`src/rtl/param_alu_pipe_if.sv`:
```
// Operand/result bus for param_alu_pipe: valid/ready input side, one-deep registered output side.
interface param_alu_pipe_if #(
   parameter int WIDTH = 16
);
   logic [WIDTH-1:0] a;
   logic [WIDTH-1:0] b;
   logic [4:0]       fun_sel;
   logic             wf;
   logic             in_valid;
   logic             in_ready;
   logic             out_valid;
   logic             out_ready;
   logic [WIDTH-1:0] alu_out;
   logic [3:0]       flags_out;

   modport master (
      output a, b, fun_sel, wf, in_valid, out_ready,
      input  in_ready, out_valid, alu_out, flags_out
   );

   modport slave (
      input  a, b, fun_sel, wf, in_valid, out_ready,
      output in_ready, out_valid, alu_out, flags_out
   );
endinterface

```
`src/rtl/param_alu_pipe.sv`:
```
// Registered 16-op ALU with full/half operand width and persistent {Z,C,N,O} flags.
// Optional feature: define ALU_SAT_EN to saturate ADD/ADC/SUB on signed overflow.
module param_alu_pipe #(
   parameter int WIDTH = 16
) (
   input logic           clk,
   input logic           rst,
   param_alu_pipe_if.slave bus
);
   localparam int HALF  = WIDTH / 2;
   localparam int MSB_W = $clog2(WIDTH);

   logic [WIDTH-1:0] result_p1;
   logic [3:0]       flags_p1;
   logic             vld_p1;

   logic             half;
   logic [3:0]       op;
   logic [MSB_W-1:0] msb;
   logic [WIDTH-1:0] mask;
   logic [WIDTH-1:0] top_bit;
   logic [WIDTH-1:0] a_w;
   logic [WIDTH-1:0] b_w;
   logic [WIDTH-1:0] add_b;
   logic             add_cin;
   logic [WIDTH:0]   sum;
   logic             carry;
   logic             sa;
   logic             sb;
   logic             ovf;
   logic             cin;
   logic [WIDTH-1:0] res;
   logic             c_new;
   logic             o_new;
   logic [3:0]       new_flags;
   logic             accept;

   function automatic logic [WIDTH-1:0] saturate(
      input logic [WIDTH-1:0] r,
      input logic             overflow,
      input logic             neg,
      input logic [WIDTH-1:0] m,
      input logic [WIDTH-1:0] top
   );
      if (!overflow)
         return r;
      return neg ? top : (m >> 1);
   endfunction

   assign half    = ~bus.fun_sel[4];
   assign op      = bus.fun_sel[3:0];
   assign msb     = half ? MSB_W'(HALF - 1) : MSB_W'(WIDTH - 1);
   assign mask    = half ? {{(WIDTH - HALF){1'b0}}, {HALF{1'b1}}} : {WIDTH{1'b1}};
   assign top_bit = WIDTH'(1) << msb;
   assign a_w     = bus.a & mask;
   assign b_w     = bus.b & mask;
   assign cin     = flags_p1[2];

   // Shared adder: subtract is A + ~B + 1 within the active width.
   always_comb begin
      add_b   = b_w;
      add_cin = 1'b0;
      if (op == 4'h6) begin
         add_b   = ~b_w & mask;
         add_cin = 1'b1;
      end else if (op == 4'h5) begin
         add_cin = cin;
      end
   end

   assign sum   = {1'b0, a_w} + {1'b0, add_b} + (WIDTH + 1)'(add_cin);
   assign carry = half ? sum[HALF] : sum[WIDTH];
   assign sa    = a_w[msb];
   assign sb    = b_w[msb];
   assign ovf   = (op == 4'h6) ? ((sa != sb) && (sum[msb] != sa))
                               : ((sa == sb) && (sum[msb] != sa));

   always_comb begin
      res   = '0;
      c_new = cin;
      o_new = flags_p1[0];
      case (op)
         4'h0: res = a_w;
         4'h1: res = b_w;
         4'h2: res = ~a_w & mask;
         4'h3: res = ~b_w & mask;
         4'h4, 4'h5, 4'h6: begin
            res   = sum[WIDTH-1:0] & mask;
`ifdef ALU_SAT_EN
            res   = saturate(res, ovf, sa, mask, top_bit);
`endif
            c_new = carry;
            o_new = ovf;
         end
         4'h7: res = a_w & b_w;
         4'h8: res = a_w | b_w;
         4'h9: res = a_w ^ b_w;
         4'hA: res = ~(a_w & b_w) & mask;
         4'hB: begin
            res   = (a_w << 1) & mask;
            c_new = a_w[msb];
         end
         4'hC: begin
            res   = a_w >> 1;
            c_new = a_w[0];
         end
         4'hD: begin
            res   = (a_w >> 1) | (sa ? top_bit : '0);
            c_new = a_w[0];
         end
         4'hE: begin
            res   = ((a_w << 1) | WIDTH'(cin)) & mask;
            c_new = a_w[msb];
         end
         4'hF: begin
            res   = (a_w >> 1) | (cin ? top_bit : '0);
            c_new = a_w[0];
         end
      endcase
   end

   assign new_flags = {(res == '0), c_new, res[msb], o_new};

   assign bus.in_ready = ~vld_p1 | bus.out_ready;
   assign accept       = bus.in_valid & bus.in_ready;

   // Output stage: one-deep result register, flags persist across operations.
   always_ff @(posedge clk) begin
      if (rst) begin
         vld_p1    <= 1'b0;
         result_p1 <= '0;
         flags_p1  <= '0;
      end else if (accept) begin
         vld_p1    <= 1'b1;
         result_p1 <= res;
         if (bus.wf)
            flags_p1 <= new_flags;
      end else if (bus.out_ready) begin
         vld_p1 <= 1'b0;
      end
   end

   assign bus.out_valid = vld_p1;
   assign bus.alu_out   = result_p1;
   assign bus.flags_out = flags_p1;
endmodule

```
`src/flat_wrapper.sv`:
```
// flat-port wrapper written by rule: the top's interface ports become plain ports
module param_alu_pipe_flat 
#(
   parameter int WIDTH = 16
)
  (clk, rst, bus_a, bus_b, bus_fun_sel, bus_wf, bus_in_valid, bus_out_ready, bus_in_ready, bus_out_valid, bus_alu_out, bus_flags_out);
  param_alu_pipe_if #(.WIDTH(WIDTH)) bus_i ();
  input logic clk;
  input logic rst;
  input wire logic [$bits(bus_i.a)-1:0] bus_a;
  input wire logic [$bits(bus_i.b)-1:0] bus_b;
  input wire logic [$bits(bus_i.fun_sel)-1:0] bus_fun_sel;
  input wire logic [$bits(bus_i.wf)-1:0] bus_wf;
  input wire logic [$bits(bus_i.in_valid)-1:0] bus_in_valid;
  input wire logic [$bits(bus_i.out_ready)-1:0] bus_out_ready;
  output wire logic [$bits(bus_i.in_ready)-1:0] bus_in_ready;
  output wire logic [$bits(bus_i.out_valid)-1:0] bus_out_valid;
  output wire logic [$bits(bus_i.alu_out)-1:0] bus_alu_out;
  output wire logic [$bits(bus_i.flags_out)-1:0] bus_flags_out;
  assign bus_i.a = bus_a;
  assign bus_i.b = bus_b;
  assign bus_i.fun_sel = bus_fun_sel;
  assign bus_i.wf = bus_wf;
  assign bus_i.in_valid = bus_in_valid;
  assign bus_i.out_ready = bus_out_ready;
  assign bus_in_ready = bus_i.in_ready;
  assign bus_out_valid = bus_i.out_valid;
  assign bus_alu_out = bus_i.alu_out;
  assign bus_flags_out = bus_i.flags_out;
  param_alu_pipe #(.WIDTH(WIDTH)) u_core (.clk(clk), .rst(rst), .bus(bus_i));
endmodule
```
`config.mk`:
```
export PLATFORM = sky130hd
export DESIGN_NAME = param_alu_pipe_flat
export DESIGN_NICKNAME = d
export VERILOG_FILES = /design/src/rtl/param_alu_pipe_if.sv /design/src/rtl/param_alu_pipe.sv /design/src/flat_wrapper.sv
export SDC_FILE = /design/constraint.sdc
export NUM_CORES = 1
export LEC_CHECK = 0
export BUFFER_PORTS_ARGS = -buffer_cell sky130_fd_sc_hd__buf_2
export CAP_MARGIN = 20
export CORE_ASPECT_RATIO = 1.2
export CORE_MARGIN = 2
export CORE_UTILIZATION = 60
export CTS_CLUSTER_DIAMETER = 200
export DETAILED_ROUTE_END_ITERATION = 10
export HOLD_SLACK_MARGIN = 0.03
export PLACE_DENSITY = 0.85
export SYNTH_ARGS = -nofsm -noshare
export SYNTH_HDL_FRONTEND = slang
export SYNTH_SLANG_ARGS = --single-unit
export TNS_END_PERCENT = 1
```
`constraint.sdc`:
```
create_clock -name clk -period 5.6 [get_ports clk]
set_input_delay 0.28 -clock clk [delete_from_list [all_inputs] [get_ports clk]]
set_output_delay 0.28 -clock clk [all_outputs]
set_load 0.01 [all_outputs]
```
==> summary.txt <==
Detailed routing
  • Residual DRC: 0
  • Final WL: 17690 µm
  • DR WL met2: 7843 µm
  • Met3 wire length: 2128 µm
  • Initial DRC count: 700
  • Top layer reached by signal wires: met4
  • Via-to-Cell Ratio: 7.239
  • Post-route ant nets: 0
  • Metal-1 WL: 6149 µm
  • 1st-pass router iterations: 5
  • Via count: 5581
  • WL/cell: 22.94 µm

Clock network
  • Worst skew pair latency: 0.26 ns
  • CTS HTree Levels: 1
  • Clk sink count: 21
  • CTS Buffer Depth: 2
  • CTS root buffer: clkbuf_8
  • PostCTS Resize Cnt: 0
  • Total CTS buffers: 3
  • Hold buffers post-CTS: 0
  • # Post-CTS Setup Buffers: 0
  • CTS tree: built
  • CTS clk-pin slew, worst paths: 0.08 ns

Die
  • Std cell rows: 34
  • Starting density of the core: 62.25%
  • Die width: 83.31 µm
  • Die height: 99.17 µm
  • IO Pins: 64
  • Die area: 8261 µm²
  • Core area: 7274 µm²

Worst setup path
  • Largest delay share family, worst path: simple AND/OR/NAND/NOR gates
  • Critical path data required time: 5.79 ns
  • Slowest CP cell: ha_1
  • CP peak stage delay: 0.47 ns
  • Crit-path max FO: 16
  • CP dominant cell by count: nor3_1
  • CP arrival: 4.02 ns
  • Worst path cell trace: buf_2 -> nand2b_1 -> nor2_2 -> buf_4 -> xnor2_1 -> nor2_1 -> ha_1 -> inv_1 -> nor3_1 -> nand3_1 -> a21o_1 -> a2111oi_0 -> nor3_1 -> o21a_1 -> nor3_1
  • CP Class: in2reg
  • Worst Setup End Kind: flip-flop
  • Crit start category: input port
  • Buf/Inv on CP: 3

Min path
  • Worst min path class: in2reg

Finish
  • Multi-input logic area: 3704 µm²
  • Share of cells above drive strength 1: 13.80%
  • Ant diodes: 0
  • Register area: 420.4 µm²
  • Finished Cell Area: 4820 µm²
  • Fillcell total: 646
  • Nets: 773
  • Area growth syn-to-layout: 6.438%

Timing
  • Final Max Tran Viols: 0
  • WHS: 0.2916 ns
  • TNS Setup: 0 ns
  • Final min period: 3.828 ns
  • RSZ-0062 raised after global routing: no
  • Post-Route Skew: 0.003010 ns
  • Final cycle utilization of the critical path: 68.36%
  • Worst-margin pin slew: 0.9754 ns
  • Max Clock Freq: 261.2 MHz
  • Final setup viols: 0
  • Relative slew slack: 34.73%
  • Endpoints failing hold: 0

Logic synthesis
  • Synth area leaders: ha_1 13%, dfxtp_1 9.3%, a21oi_1 6.5%, nand2_1 5.4%, o21ai_0 4.3%
  • Largest area contributor in the netlist: ha_1
  • Yosys reg bits: 21
  • Post-synth EDFFs: 0
  • Fraction of the yosys area taken by sequential cells: 9.284%
  • Syn nets: 743
  • Mapped Cells: 652
  • Avg Inst Size Synth: 6.945 µm²
  • Synth warn: 0
  • Ys async rst share: 0%
  • Primary FF master, synth: dfxtp_1
  • Synth unique cells: 79
  • Yosys top cell area share: 12.99%
  • Synthesized cell area: 4528 µm²

Placement
  • DP Wirelength: 12870 µm
  • Placed Area: 4773 µm²
  • GPL Wtd Cong: 1.048
  • IO buf count: 63

Power
  • Net Sw Frac: 47.23%
  • Clk pwr share: 14.9%
  • Pwr Total: 667.8 µW
  • Flop pwr share: 24.5%
  • LEAKAGE: 2.113 nW
  • Power density over cell area: 138.6 nW/µm²
  • Logic pwr share: 60.6%
  • Max VDD drop: 0.1560 mV
  • Sw power: 315.4 µW
  • Internal power: 352.4 µW

Job
  • Maxcap violations: 0

Run status
  • Status: finished, final reports clean

Global route
  • Global-route usage over all layers: 41.85%
  • Initial antenna violation count: 0
  • Vias in the first global route: 5479
  • GR Overflow Total: 0
  • Largest net degree at the start of global routing: 61
  • First-pass GRT wire length: 27940 µm
## sequential cells by signal (all words and copies together), names as in the netlist
signal                cells
u_core.bus.flags_out      4
u_core.bus.alu_out       16
u_core.bus.out_valid      1
## placed cells by master, fill, tap and decap left out, types with 5 or more instances in the layout
cell / instances
nand3b_1: 6
nor2_1: 45
xor2_1: 6
dfxtp_1: 21
o32ai_1: 6
nor4_1: 6
nand4_1: 6
a32oi_1: 9
nor2b_1: 8
buf_2: 63
o2111ai_1: 5
buf_4: 8
a211oi_1: 14
o22ai_1: 9
nand3_1: 16
a21o_1: 13
a22oi_1: 7
o21ai_0: 39
and3_1: 9
ha_1: 47
a31oi_1: 9
o21a_1: 5
a21oi_1: 59
o211ai_1: 6
nor3_1: 15
nand2_1: 65
nand2b_1: 8
and2_1: 10
xnor2_1: 19
inv_1: 41
## path summary, 6_finish.rpt
path                                start                      end  slack [ns]  cells after the start
setup reg to reg  u_core.bus.flags_out[2]  u_core.bus.flags_out[3]        2.10                     12
setup / recovery           bus_fun_sel[0]  u_core.bus.flags_out[1]        1.77                     15
hold / removal               bus_in_valid     u_core.bus.out_valid        0.29                      3
hold reg to reg     u_core.bus.alu_out[1]    u_core.bus.alu_out[1]        0.45                      2
## cell usage after synthesis, types with 7 or more instances
| cell | n |
|---|---|
| buf_2 | 20 |
| o22ai_1 | 9 |
| inv_1 | 41 |
| nand2b_1 | 8 |
| nor2_1 | 45 |
| and2_1 | 10 |
| a22oi_1 | 7 |
| nand3_1 | 16 |
| a21oi_1 | 59 |
| o21ai_0 | 39 |
| clkbuf_1 | 17 |
| ha_1 | 47 |
| nand2_1 | 65 |
| nor2b_1 | 8 |
| a21o_1 | 13 |
| a32oi_1 | 9 |
| xnor2_1 | 19 |
| dfxtp_1 | 21 |
| nor3_1 | 15 |
| and3_1 | 9 |
| a211oi_1 | 14 |
| a31oi_1 | 9 |
## per-stage QoR
step | util (%) | instances | worst slack [ns]
CTS | 66.25 | 771 | 1.933
floorplan | - | 652 | 1.600
global route | 66.25 | 771 | 1.559
global placement | 65.62 | 767 | 1.786
detailed placement | 65.62 | 767 | 1.688
finish | 66.25 | 771 | 1.772
## metal layers
layer  track usage (%)  vias to the layer above
met2             68.98                      462
met3             8.382                      144
met1             48.45                     2485
met4             29.89                        0
met5                 0                        -
li1                  -                     2490
## power by group through the flow
stage	Sequential [mW]	Combinational (mW)	Clock [mW]
2_1_floorplan	0.171	0.266	0
3_3_place_gp	0.167	0.381	0
5_1_grt	0.165	0.435	0.104
6_report	0.164	0.405	0.0993
4_1_cts	0.164	0.389	0.0984
3_5_place_dp	0.167	0.386	0
## tightest hold or removal path: cells and delay by family
kind,cells,cell delay (ns)
AO/OA/AOI/OAI,1,0.05
buffers and inverters,2,0.18
## cells by family (layout without fill, tap and decap cells)
| family | count (synthesis) | after routing | share of synthesized area, % |
|---|---|---|---|
| AOI/OAI and AO/OA | 230 | 230 | 34.32 |
| buffers and inverters | 89 | 118 | 8.925 |
| xor gates and xnor gates | 25 | 25 | 4.836 |
| and+or+nand+nor | 231 | 231 | 27.11 |
| muxes | 7 | 7 | 1.658 |
| adders and majority gates | 49 | 49 | 13.87 |
| DFF | 21 | 21 | 9.284 |
## area by class of cell
| class | instances | area share [%] |
|---|---|---|
| Clock buffer | 3 | 0.8567 |
| Clock inverter | 1 | 0.1038 |
| Inverter | 43 | 3.349 |
| Multi-Input combinational cell | 542 | 76.84 |
| Sequential cell | 21 | 8.723 |
| Tap cell | 90 | 2.336 |
| Timing Repair Buffer | 71 | 7.788 |
No activity file was read; power rests on OpenSTA's default activity.
